**src/rtl/controlpack.sv**
```systemverilog
// Shared types for the register access controller and register file.
// Register-file commands, selects, instruction kinds and FSM states.
package controlpack;

  typedef enum logic {
    REG_NOP,
    REG_WRITE
  } registers_op_e;

  typedef enum logic [1:0] {
    REG_SEL_0,
    REG_SEL_1,
    REG_SEL_2,
    REG_SEL_3
  } register_sel_e;

  typedef enum logic [1:0] {
    INSTR_ALU,
    INSTR_LOADI,
    INSTR_MOV,
    INSTR_STORE
  } reg_instr_kind_e;

  typedef enum logic [1:0] {
    ST_IDLE,
    ST_READ,
    ST_EXEC,
    ST_WB
  } reg_ctrl_state_e;

  function automatic int cnt_width(input int limit);
    return (limit < 2) ? 1 : $clog2(limit + 1);
  endfunction

endpackage

```
**src/rtl/reg_access_ctrl.sv**
```systemverilog
// Sequences register reads, execution-unit handoff and write-back.
// One FSM plus latched instruction fields and operands.
module reg_access_ctrl
  import controlpack::*;
#(
  parameter int DATA_BUS_WIDTH = 8,
  parameter int EXEC_TIMEOUT   = 15
) (
  input  logic                      clock,
  input  logic                      reset,
  input  logic                      instr_valid,
  output logic                      instr_ready,
  input  reg_instr_kind_e           instr_kind,
  input  register_sel_e             instr_dst,
  input  register_sel_e             instr_src1,
  input  register_sel_e             instr_src2,
  input  logic [DATA_BUS_WIDTH-1:0] instr_imm,
  output registers_op_e             reg_op,
  output register_sel_e             reg_in_sel,
  output register_sel_e             reg_1_out_sel,
  output register_sel_e             reg_2_out_sel,
  output logic [DATA_BUS_WIDTH-1:0] reg_data_in,
  input  logic [DATA_BUS_WIDTH-1:0] reg_1_out,
  input  logic [DATA_BUS_WIDTH-1:0] reg_2_out,
  output logic                      exec_req,
  output logic [DATA_BUS_WIDTH-1:0] exec_a,
  output logic [DATA_BUS_WIDTH-1:0] exec_b,
  input  logic                      exec_done,
  input  logic [DATA_BUS_WIDTH-1:0] exec_result,
  output logic                      busy,
  output logic                      err
);

  localparam int CW = cnt_width(EXEC_TIMEOUT);
  localparam logic [CW-1:0] CNT_LAST = CW'(EXEC_TIMEOUT - 1);

  reg_ctrl_state_e           state;
  reg_instr_kind_e           kind;
  register_sel_e             dst;
  register_sel_e             src1;
  register_sel_e             src2;
  logic [DATA_BUS_WIDTH-1:0] opa;
  logic [DATA_BUS_WIDTH-1:0] opb;
  logic [DATA_BUS_WIDTH-1:0] result;
  logic [CW-1:0]             cnt;

  // Controller FSM with instruction, operand and result latches
  always_ff @(posedge clock) begin
    if (reset) begin
      state  <= ST_IDLE;
      kind   <= INSTR_ALU;
      dst    <= REG_SEL_0;
      src1   <= REG_SEL_0;
      src2   <= REG_SEL_0;
      opa    <= '0;
      opb    <= '0;
      result <= '0;
      cnt    <= '0;
      err    <= 1'b0;
    end else begin
      unique case (state)
        ST_IDLE: begin
          if (instr_valid) begin
            kind <= instr_kind;
            dst  <= instr_dst;
            src1 <= instr_src1;
            src2 <= instr_src2;
            err  <= 1'b0;
            if (instr_kind == INSTR_LOADI) begin
              result <= instr_imm;
              state  <= ST_WB;
            end else begin
              state  <= ST_READ;
            end
          end
        end
        ST_READ: begin
          opa <= reg_1_out;
          opb <= reg_2_out;
          cnt <= '0;
          if (kind == INSTR_MOV) begin
            result <= reg_1_out;
            state  <= ST_WB;
          end else begin
            state  <= ST_EXEC;
          end
        end
        ST_EXEC: begin
          if (exec_done) begin
            if (kind == INSTR_ALU) begin
              result <= exec_result;
              state  <= ST_WB;
            end else begin
              state  <= ST_IDLE;
            end
          end else if (cnt == CNT_LAST) begin
            err   <= 1'b1;
            state <= ST_IDLE;
          end else begin
            cnt <= cnt + CW'(1);
          end
        end
        ST_WB: begin
          state <= ST_IDLE;
        end
        default: begin
          state <= ST_IDLE;
        end
      endcase
    end
  end

  assign instr_ready   = (state == ST_IDLE);
  assign busy          = (state != ST_IDLE);
  assign exec_req      = (state == ST_EXEC);
  assign exec_a        = opa;
  assign exec_b        = opb;
  assign reg_1_out_sel = src1;
  assign reg_2_out_sel = src2;
  assign reg_in_sel    = dst;
  assign reg_op        = (state == ST_WB) ? REG_WRITE : REG_NOP;
  assign reg_data_in   = (state == ST_WB) ? result : '0;

endmodule

```
**config.mk**
```make
export PLATFORM = sky130hd
export DESIGN_NAME = reg_access_ctrl
export DESIGN_NICKNAME = d
export VERILOG_FILES = /design/src/rtl/controlpack.sv /design/src/rtl/reg_access_ctrl.sv
export SDC_FILE = /design/constraint.sdc
export NUM_CORES = 1
export LEC_CHECK = 0
export ABC_AREA = 1
export BUFFER_PORTS_ARGS = -buffer_cell sky130_fd_sc_hd__buf_2
export CAP_MARGIN = 20
export CORE_MARGIN = 2
export CORE_UTILIZATION = 30
export CTS_BUF_LIST = sky130_fd_sc_hd__clkbuf_16
export CTS_CLUSTER_SIZE = 40
export DETAILED_ROUTE_END_ITERATION = 10
export PLACE_DENSITY_LB_ADDON = 0.3
export SYNTH_ARGS = -nofsm -noshare
export SYNTH_HDL_FRONTEND = slang
export SYNTH_SLANG_ARGS = --single-unit
```
**constraint.sdc**
```tcl
create_clock -name clock -period 1.8 [get_ports clock]
set_input_delay 0.18 -clock clock [delete_from_list [all_inputs] [get_ports clock]]
set_output_delay 0.18 -clock clock [all_outputs]
set_load 0.005 [all_outputs]
```
==> impl_metrics.py, run 1 <==
metrics = {
    "synthesis": {
        "netlist_area_um2": 1950,
        "ys_types": 24,
        "avgSynthCellArea_um2": 6.83,
        "syn-num-nets": 337,
        "ys_seq_elements": 39,
        "synth-seq-area-share_pct": 40.1,
        "netlist_instances": 285,
        "synth_warnings": 0,
    },
    "power_and_ir_drop": {
        "powerDensity_nw_per_um2": 1400,
        "internal-power_uw": 2290,
        "p_sw_uw": 1320,
        "clockPowerShare_pct": 27.8,
        "peakVddDrop_v": 0.000517,
        "seq_power_share_pct": 33.5,
        "combPwrFrac_pct": 38.7,
        "p_leak_uw": 0.00141,
        "netSwitchingFraction_pct": 36.6,
    },
    "grt": {
        "grt_pass1_wl_um": 8500,
        "grt_antenna_before_repair": 0,
        "grt_pass1_vias": 1855,
        "grt.overflow.total": 0,
        "grt_usage_pct": 14.9,
        "grt_max_degree": 18,
    },
    "finish": {
        "instances_no_fill": 445,
        "diodes": 0,
        "drive_above_1_share_pct": 28.0,
        "fin_nets": 419,
        "final_cell_mix": "buf_2, nand2_1, nor2_1",
        "area_growth_pct": 32.9,
        "final_common_cell": "buf_2",
    },
    "timing": {
        "fin_worst_skew_ps": 5.50,
        "setup_tns_ps": 0,
        "layout_setup_ws_ps": 154,
        "hold_slack_ps": 120,
        "max_slew.worst_pin.slew_ps": 484,
        "finalCritPeriodShare_pct": 91.4,
        "setup_viol": 0,
        "rsz0062_at_grt": "false",
        "fmax_mhz": 608,
        "slew_viol_final": 0,
        "fin_crit_ps": 1650,
        "slew_headroom_pct": 67.8,
        "finalHoldViolations": 0,
    },
    "placed_design": {
        "numPortBuffers": 78,
        "gp_congestion": 0.808,
        "dp_hpwl_um": 3910,
        "dp_worst_setup_slack_ps": 136,
        "placed_cells": 437,
    },
    "route": {
        "drtIter0Drc": 89,
        "vias": 2010,
        "drc": 0,
        "wl_per_cell_um": 11.8,
        "wl_um": 5230,
        "dr.pass1.iters": 4,
        "antenna_left": 0,
        "viasPerCell": 4.52,
    },
    "clock_tree": {
        "clk_path_buf_depth": 2,
        "cts_tree": "done",
        "cts-root-buf": "clkbuf_16",
        "clkSinkCount": 39,
        "htreeDepth": 2,
        "cts_buffers": 5,
        "path_clk_slew_ps": 60,
        "cts_resized": 0,
        "clk_latency_ps": 280,
        "postCtsHoldBufs": 0,
        "cts_setup_buffers": 0,
    },
    "worst_setup_path": {
        "required_ps": 1620,
        "cp.arrival_ps": 1470,
        "crit_fanout": 10,
        "worst-setup-path-type": "register to primary output",
        "cp-end-kind": "primary output",
        "start_kind": "register",
    },
    "min_path": {
        "hp-class": "input pin to register",
    },
    "die": {
        "die-area_um2": 7150,
        "start_util_pct": 30.8,
        "rows": 29,
        "io_pins": 79,
        "die_width_um": 84.5,
        "core_um2": 6310,
        "die_h_um": 84.5,
    },
    "status": {
        "outcome": "completed",
    },
    "job": {
        "max_cap_violations": 0,
    },
}
==> cell type report <==
cell class | count | area, um2
flip-flops and latches | 39 | 781
fillers | 691 | 3730
repair buffers | 85 | 443
multi-input cells | 204 | 976
clock inverters | 3 | 43.8
well taps | 77 | 96.3
clock buffers | 5 | 125
inverters | 32 | 120
==> critical path, cell delays in order, from the launching register on <==
cell,delay [ps]
dfxtp_1,320
buf_4,130
ha_1,450
nand2_1,100
inv_1,70
buf_2,100
==> stage by stage <==
step	cell area (um2)	util (%)	power, uW
after floorplan	1950	-	2210
after global placement	2410	38.2	2610
after detailed placement	2410	38.2	2630
after CTS	2580	40.9	3660
after global routing	2580	40.9	3920
final	2580	40.9	3610
==> cell usage after synthesis (all sizes together) <==
library cell | n | area share (%)
ha | 8 | 5.1
nand4 | 1 | 0.32
dfxtp | 39 | 40
o21ai | 21 | 5.4
clkinv | 1 | 0.19
nor3 | 1 | 0.26
a21oi | 22 | 5.7
nor2 | 62 | 13
clkbuf | 3 | 0.64
nand3 | 19 | 5.4
inv | 31 | 6.0
nand2 | 67 | 14
xor2 | 2 | 0.90
buf | 7 | 3.0
a21boi | 1 | 0.39
==> cells by family (layout without fill, tap and decap cells) <==
kind of cell / after synthesis / after routing / synth area share [%]
flip-flops: 39 / 39 / 40.1
AND/OR/NAND/NOR: 150 / 150 / 32.5
adder cells (fa/ha/maj): 8 / 8 / 5.14
AO/OA/AOI/OAI: 44 / 44 / 11.4
XOR/XNOR: 2 / 2 / 0.900
buffers and inverters: 42 / 125 / 9.84
==> flip-flops by register name (all words and copies together) (netlist names) <==
name	count
cnt	4
err	1
exec_a	8
exec_b	8
kind	2
reg_1_out_sel	2
reg_2_out_sel	2
reg_in_sel	2
result	8
state	2
==> worst paths after layout <==
path	from	to	slack (ps)	cells after the start
setup / recovery	state[1]	reg_data_in[4]	150	5
setup reg to reg	state[0]	result[4]	180	7
hold reg to reg	exec_a[1]	exec_a[1]	460	2
hold / removal	reg_2_out[1]	exec_b[1]	120	3
==> power groups by stage <==
stage	combinational [uW]	clock, uW	sequential [uW]
finish	1400	1000	1210
global route	1620	1070	1240
CTS	1420	1040	1210
detailed placement	1400	0	1230
global placement	1380	0	1230
floorplan	980	0	1230
==> layer usage <==
layer / global-route usage, % / vias to the layer above / wire (um) / share of wire [%]
met5: 0 / - / 0 / 0
met4: 4.76 / 0 / 68 / 1.3
met3: 4.72 / 5 / 342 / 6.5
met2: 24.1 / 56 / 2370 / 45
met1: 19.0 / 893 / 2460 / 47
li1: - / 1056 / - / -
(Power assumes the default switching activity.)
==> run 2, diff against run 1 <==
--- a/config.mk
+++ b/config.mk
@@ -5,7 +5,7 @@
 export SDC_FILE = /design/constraint.sdc
 export NUM_CORES = 1
 export LEC_CHECK = 0
-export ABC_AREA = 1
+export ABC_AREA = 0
 export BUFFER_PORTS_ARGS = -buffer_cell sky130_fd_sc_hd__buf_2
 export CAP_MARGIN = 20
 export CORE_MARGIN = 2
==> run 2 against run 1 <==
  * Combinational power grew 16%
  * Design area shrank 0.44%
  * First-iteration DRC count shrank 27%
  * Non-clock buffer count grew 4
  * Worst setup slack lost 33 ps
  * Sequential power shrank 5%
  * Critical path depth grew 1
  * Die area shrank 2.0%
  * Maximum frequency shrank 2.0%
  * Worst hold slack gained 12 ps
==> impl_metrics.py, run 2 <==
metrics = {
    "worst_setup_path": {
        "crit_fanout": 8,
        "max_stage_delay_ps": 480,
        "reg2reg_from": "state[1]",
        "start_kind": "register",
        "cp_top_family": "compound AO/OA/AOI/OAI gates",
        "r2r_cells": 6,
        "cp_num_buf_inv": 1,
        "cp-end-kind": "register",
        "cp.depth": 6,
        "worst-setup-path-type": "register to register",
        "cp.arrival_ps": 1820,
        "required_ps": 1940,
        "critPathLaunch": "state[1]",
        "path_cells": "inv_1 -> ha_1 -> nor2b_2 -> a2111o_1 -> o21ai_1 -> a21oi_1",
        "worstReg2RegEnd": "result[5]",
        "critical_path.slowest_cell": "a2111o_1",
        "reg2reg_slack_ps": 120,
    },
    "power_and_ir_drop": {
        "powerDensity_nw_per_um2": 1410,
        "peakVddDrop_v": 0.000525,
        "total_power_uw": 3620,
        "p_leak_uw": 0.00116,
    },
    "die": {
        "die_h_um": 83.7,
        "rows": 29,
        "start_util_pct": 30.5,
        "io_pins": 79,
        "core_um2": 6240,
        "die_width_um": 83.7,
        "die-area_um2": 7000,
    },
    "clock_tree": {
        "htreeDepth": 2,
        "path_clk_slew_ps": 60,
        "cts_buffers": 5,
        "clkSinkCount": 39,
        "clk_latency_ps": 280,
        "clk_path_buf_depth": 2,
        "cts-root-buf": "clkbuf_16",
        "cts_tree": "done",
    },
    "grt": {
        "grt_max_degree": 33,
        "grt.overflow.total": 0,
        "grt_antenna_before_repair": 0,
        "grt_pass1_vias": 1810,
        "grt_pass1_wl_um": 8230,
        "grt_usage_pct": 14.5,
    },
    "synthesis": {
        "avgSynthCellArea_um2": 8.90,
        "ys_top_cells_by_count": "dfxtp_1, nand2_1, a21oi_1, nor2_1, mux2i_1",
        "ys.flop_type": "dfxtp_1",
        "synth-edff-count": 0,
        "ys_types": 40,
        "syn-num-nets": 266,
        "synth_warnings": 0,
        "async_flop_share_pct": 0,
        "synth-seq-area-share_pct": 41.0,
        "netlist_area_um2": 1900,
        "netlist_instances": 214,
        "synth_area_leaders": "dfxtp_1, mux2i_1, a21oi_1",
        "synth.most_common_cell": "dfxtp_1",
        "ys_seq_elements": 39,
        "synth_top_area_share_pct": 41.0,
        "synth_top_area_cell": "dfxtp_1",
    },
    "placed_design": {
        "numPortBuffers": 78,
        "placed_cell_area_um2": 2410,
        "dp_hpwl_um": 3610,
        "gp_congestion": 0.778,
    },
    "min_path": {
        "min_from": "reg_2_out[4]",
        "holdPathEnd": "exec_b[4]",
        "hp-class": "input pin to register",
        "min_path_cells": 3,
    },
    "finish": {
        "final_cell_mix": "buf_2, dfxtp_1, nand2_1",
        "area_growth_pct": 35.2,
        "fill_cells": 678,
        "final_common_cell": "buf_2",
        "postLayoutCellArea_um2": 2570,
        "drive_above_1_share_pct": 36.2,
        "multi_input_area_um2": 1050,
        "diodes": 0,
        "fin_nets": 349,
        "register_area_um2": 782,
    },
    "timing": {
        "rsz0062_at_grt": "false",
        "slew_viol_final": 0,
        "max_slew.worst_pin.slew_ps": 620,
        "fin_worst_skew_ps": 4.13,
        "fmax_mhz": 596,
        "setup_viol": 0,
        "finalCritPeriodShare_pct": 93.3,
        "slew_headroom_pct": 58.7,
        "setup_tns_ps": 0,
        "fin_crit_ps": 1680,
        "finalHoldViolations": 0,
    },
    "route": {
        "drtIter0Drc": 65,
        "wl_per_cell_um": 13.3,
        "viasPerCell": 4.97,
        "vias": 1862,
        "dr.pass1.iters": 4,
        "drc": 0,
        "antenna_left": 0,
        "wl_um": 4990,
    },
    "status": {
        "outcome": "completed",
    },
    "job": {
        "max_cap_violations": 0,
    },
}
run 2: final cells by class:
class,count,share of cell area (%)
clock buffer,5,4.86
inverter,6,0.875
timing repair buffer,89,18.7
sequential,39,30.4
multi-input combinational,156,40.9
clock inverter,3,0.583
tap,77,3.74
run 2: repair_timing:
action	4_1_cts	5_1_grt
gates resized for setup	0	7
buffers inserted	0	1
setup endpoints to repair	0	11
hold buffers	0	0
run 2: kinds of logic (layout without fill, tap and decap cells):
logic type,count (synthesis),after routing,synth area share [%]
buffers and inverters,19,103,4.27
AO/OA/AOI/OAI,58,58,21.5
multiplexers,16,16,8.41
adder cells (fa/ha/maj),8,8,5.26
flip-flops,39,39,41.0
AND/OR/NAND/NOR,74,74,19.6
run 2: stage by stage:
stage | cells | hold WS (ps) | utilization (%) | setup WS [ps]
final | 375 | 133 | 41.2 | 121
after CTS | 374 | 132 | 40.8 | 14.4
after global routing | 375 | 151 | 41.2 | 9.23
after global placement | 366 | 412 | 38.6 | 83.1
after detailed placement | 366 | 426 | 38.6 | 25.0
after floorplan | 214 | 327 | - | 68.8
run 2: power breakdown:
part	switching [uW]	internal, uW	total, uW
clock	351	504	854
sequential	91.3	1060	1150
combinational	886	732	1620
total	1330	2290	3620
run 2: worst register-to-register path: cells and delay by family (launching register included):
family | cells | cell delay (ps)
fa+ha+maj | 1 | 200
flops | 1 | 330
compound gates | 3 | 730
buf+inv | 1 | 90
simple gates | 1 | 190
run 2: how the worst max path moves through the flow:
stage                end  slack [ps]
2_1_floorplan  result[0]          70
3_3_place_gp   result[0]          80
3_5_place_dp   result[2]          30
4_1_cts        result[2]          10
5_1_grt        result[7]           9
6_report       result[5]         120
run 2: per-layer routing:
| metal | up-vias | part of all wire [%] | global-route usage [%] |
|---|---|---|---|
| met1 | 873 | 43 | 17.3 |
| met2 | 51 | 50 | 24.7 |
| met3 | 4 | 6.1 | 4.65 |
| met5 | - | 0 | 0 |
| met4 | 0 | 0.92 | 4.55 |
| li1 | 934 | - | - |
==> run 3, diff against run 2 <==
==> constraint.sdc (replaced) <==
create_clock -name clock -period 1.75 [get_ports clock]
set_input_delay 0.175 -clock clock [delete_from_list [all_inputs] [get_ports clock]]
set_output_delay 0.175 -clock clock [all_outputs]
set_load 0.005 [all_outputs]
==> run 3 against run 2 <==
  * Die area is the same
  * Critical path type unchanged
  * Worst hold slack lost 3.8 ps
  * Clock skew grew 4.9 ps
  * Critical endpoint is now result[2]
  * Largest power group unchanged
==> impl_metrics.py, run 3 (synthesized netlist as in run 2, its figures left out) <==
metrics = {
    "timing": {
        "finalCritPeriodShare_pct": 95.0,
        "setup_viol": 0,
        "fin_worst_skew_ps": 9.04,
        "setup_tns_ps": 0,
        "slew_headroom_pct": 60.6,
        "finalHoldViolations": 0,
        "slew_viol_final": 0,
        "fin_crit_ps": 1660,
        "max_slew.worst_pin.slew_ps": 590,
        "hold_slack_ps": 129,
        "rsz0062_at_grt": "false",
        "fmax_mhz": 601,
    },
    "power_and_ir_drop": {
        "peakVddDrop_v": 0.000523,
        "p_leak_uw": 0.00118,
        "powerDensity_nw_per_um2": 1450,
    },
    "finish": {
        "fin_nets": 351,
        "final_common_cell": "buf_2",
        "multi_input_area_um2": 1070,
        "diodes": 0,
        "instances_no_fill": 377,
        "area_growth_pct": 37.0,
        "fill_cells": 648,
        "register_area_um2": 783,
        "final_cell_mix": "buf_2, dfxtp_1, nand2_1",
        "drive_above_1_share_pct": 38.3,
    },
    "clock_tree": {
        "cts_tree": "done",
        "cts-root-buf": "clkbuf_16",
        "cts_buffers": 5,
        "htreeDepth": 2,
        "clk_path_buf_depth": 2,
        "cts_setup_buffers": 0,
        "path_clk_slew_ps": 60,
        "clk_latency_ps": 280,
        "clkSinkCount": 39,
    },
    "route": {
        "viasPerCell": 4.86,
        "drc": 0,
        "antenna_left": 0,
        "wl_um": 4930,
        "vias": 1833,
        "wl_per_cell_um": 13.1,
        "drtIter0Drc": 72,
        "dr.pass1.iters": 4,
    },
    "grt": {
        "grt_pass1_vias": 1794,
        "grt_usage_pct": 14.5,
        "grt_max_degree": 31,
        "grt_pass1_wl_um": 8290,
        "grt_antenna_before_repair": 0,
        "grt.overflow.total": 0,
    },
    "status": {
        "outcome": "completed",
    },
    "worst_setup_path": {
        "worst-setup-path-type": "register to register",
        "crit_fanout": 8,
        "required_ps": 1890,
        "start_kind": "register",
        "cp-end-kind": "register",
        "cp.arrival_ps": 1800,
    },
    "die": {
        "die_width_um": 83.7,
        "die-area_um2": 7000,
        "rows": 29,
        "die_h_um": 83.7,
        "core_um2": 6240,
        "start_util_pct": 30.5,
        "io_pins": 79,
    },
    "placed_design": {
        "numPortBuffers": 78,
        "placed_cells": 369,
        "gp_congestion": 0.833,
        "dp_hpwl_um": 3650,
    },
    "min_path": {
        "hp-class": "input pin to register",
    },
    "job": {
        "max_cap_violations": 0,
    },
}
run 3: cell type report:
cell class                      instances  share of cell area, %
Sequential cell                        39                   30.0
Clock inverter                          3                  0.767
Clock buffer                            5                   4.80
Multi-Input combinational cell        156                   40.9
Timing Repair Buffer                   91                   19.0
Inverter                                6                  0.863
Tap cell                               77                   3.69
run 3: timing repair:
action | CTS | global route
gates resized for setup | 0 | 12
setup endpoints to repair | 0 | 12
hold buffers | 0 | 0
run 3: where the power goes:
part / switching, uW / internal, uW
Sequential: 99.1 / 1090
Clock: 366 / 525
Combinational: 918 / 773
run 3: worst paths after layout:
kind | startpoint | end | cells past startpoint | slack [ps]
max | state[1] | result[2] | 6 | 90
min | reg_2_out[7] | exec_b[7] | 3 | 130
max reg2reg | state[1] | result[2] | 6 | 90
min reg2reg | reg_in_sel[1] | reg_in_sel[1] | 2 | 450
run 3: critical path: stages, from the launching register on:
cell and delay [ps]:
dfxtp_2 330, buf_6 130, ha_4 150, nor2b_4 140
a2111o_1 520, o21ai_1 170, a21oi_1 80
run 3: metrics by stage:
step / area (um2) / total power (uW) / setup WS [ps] / util (%)
final: 2610 / 3770 / 87.1 / 41.8
after global placement: 2430 / 2840 / 78.3 / 38.9
after CTS: 2570 / 3760 / 41.5 / 41.3
after global routing: 2610 / 4060 / 8.29 / 41.8
after detailed placement: 2430 / 2850 / 43.9 / 38.9
after floorplan: 1900 / 2290 / 18.8 / -
run 3: routing by layer:
metal / part of all wire, % / up-vias / global-route usage (%)
li1: - / 936 / -
met1: 46 / 850 / 18.1
met2: 49 / 43 / 24.7
met3: 3.7 / 4 / 3.17
met4: 1.2 / 0 / 4.84
met5: 0 / - / 0
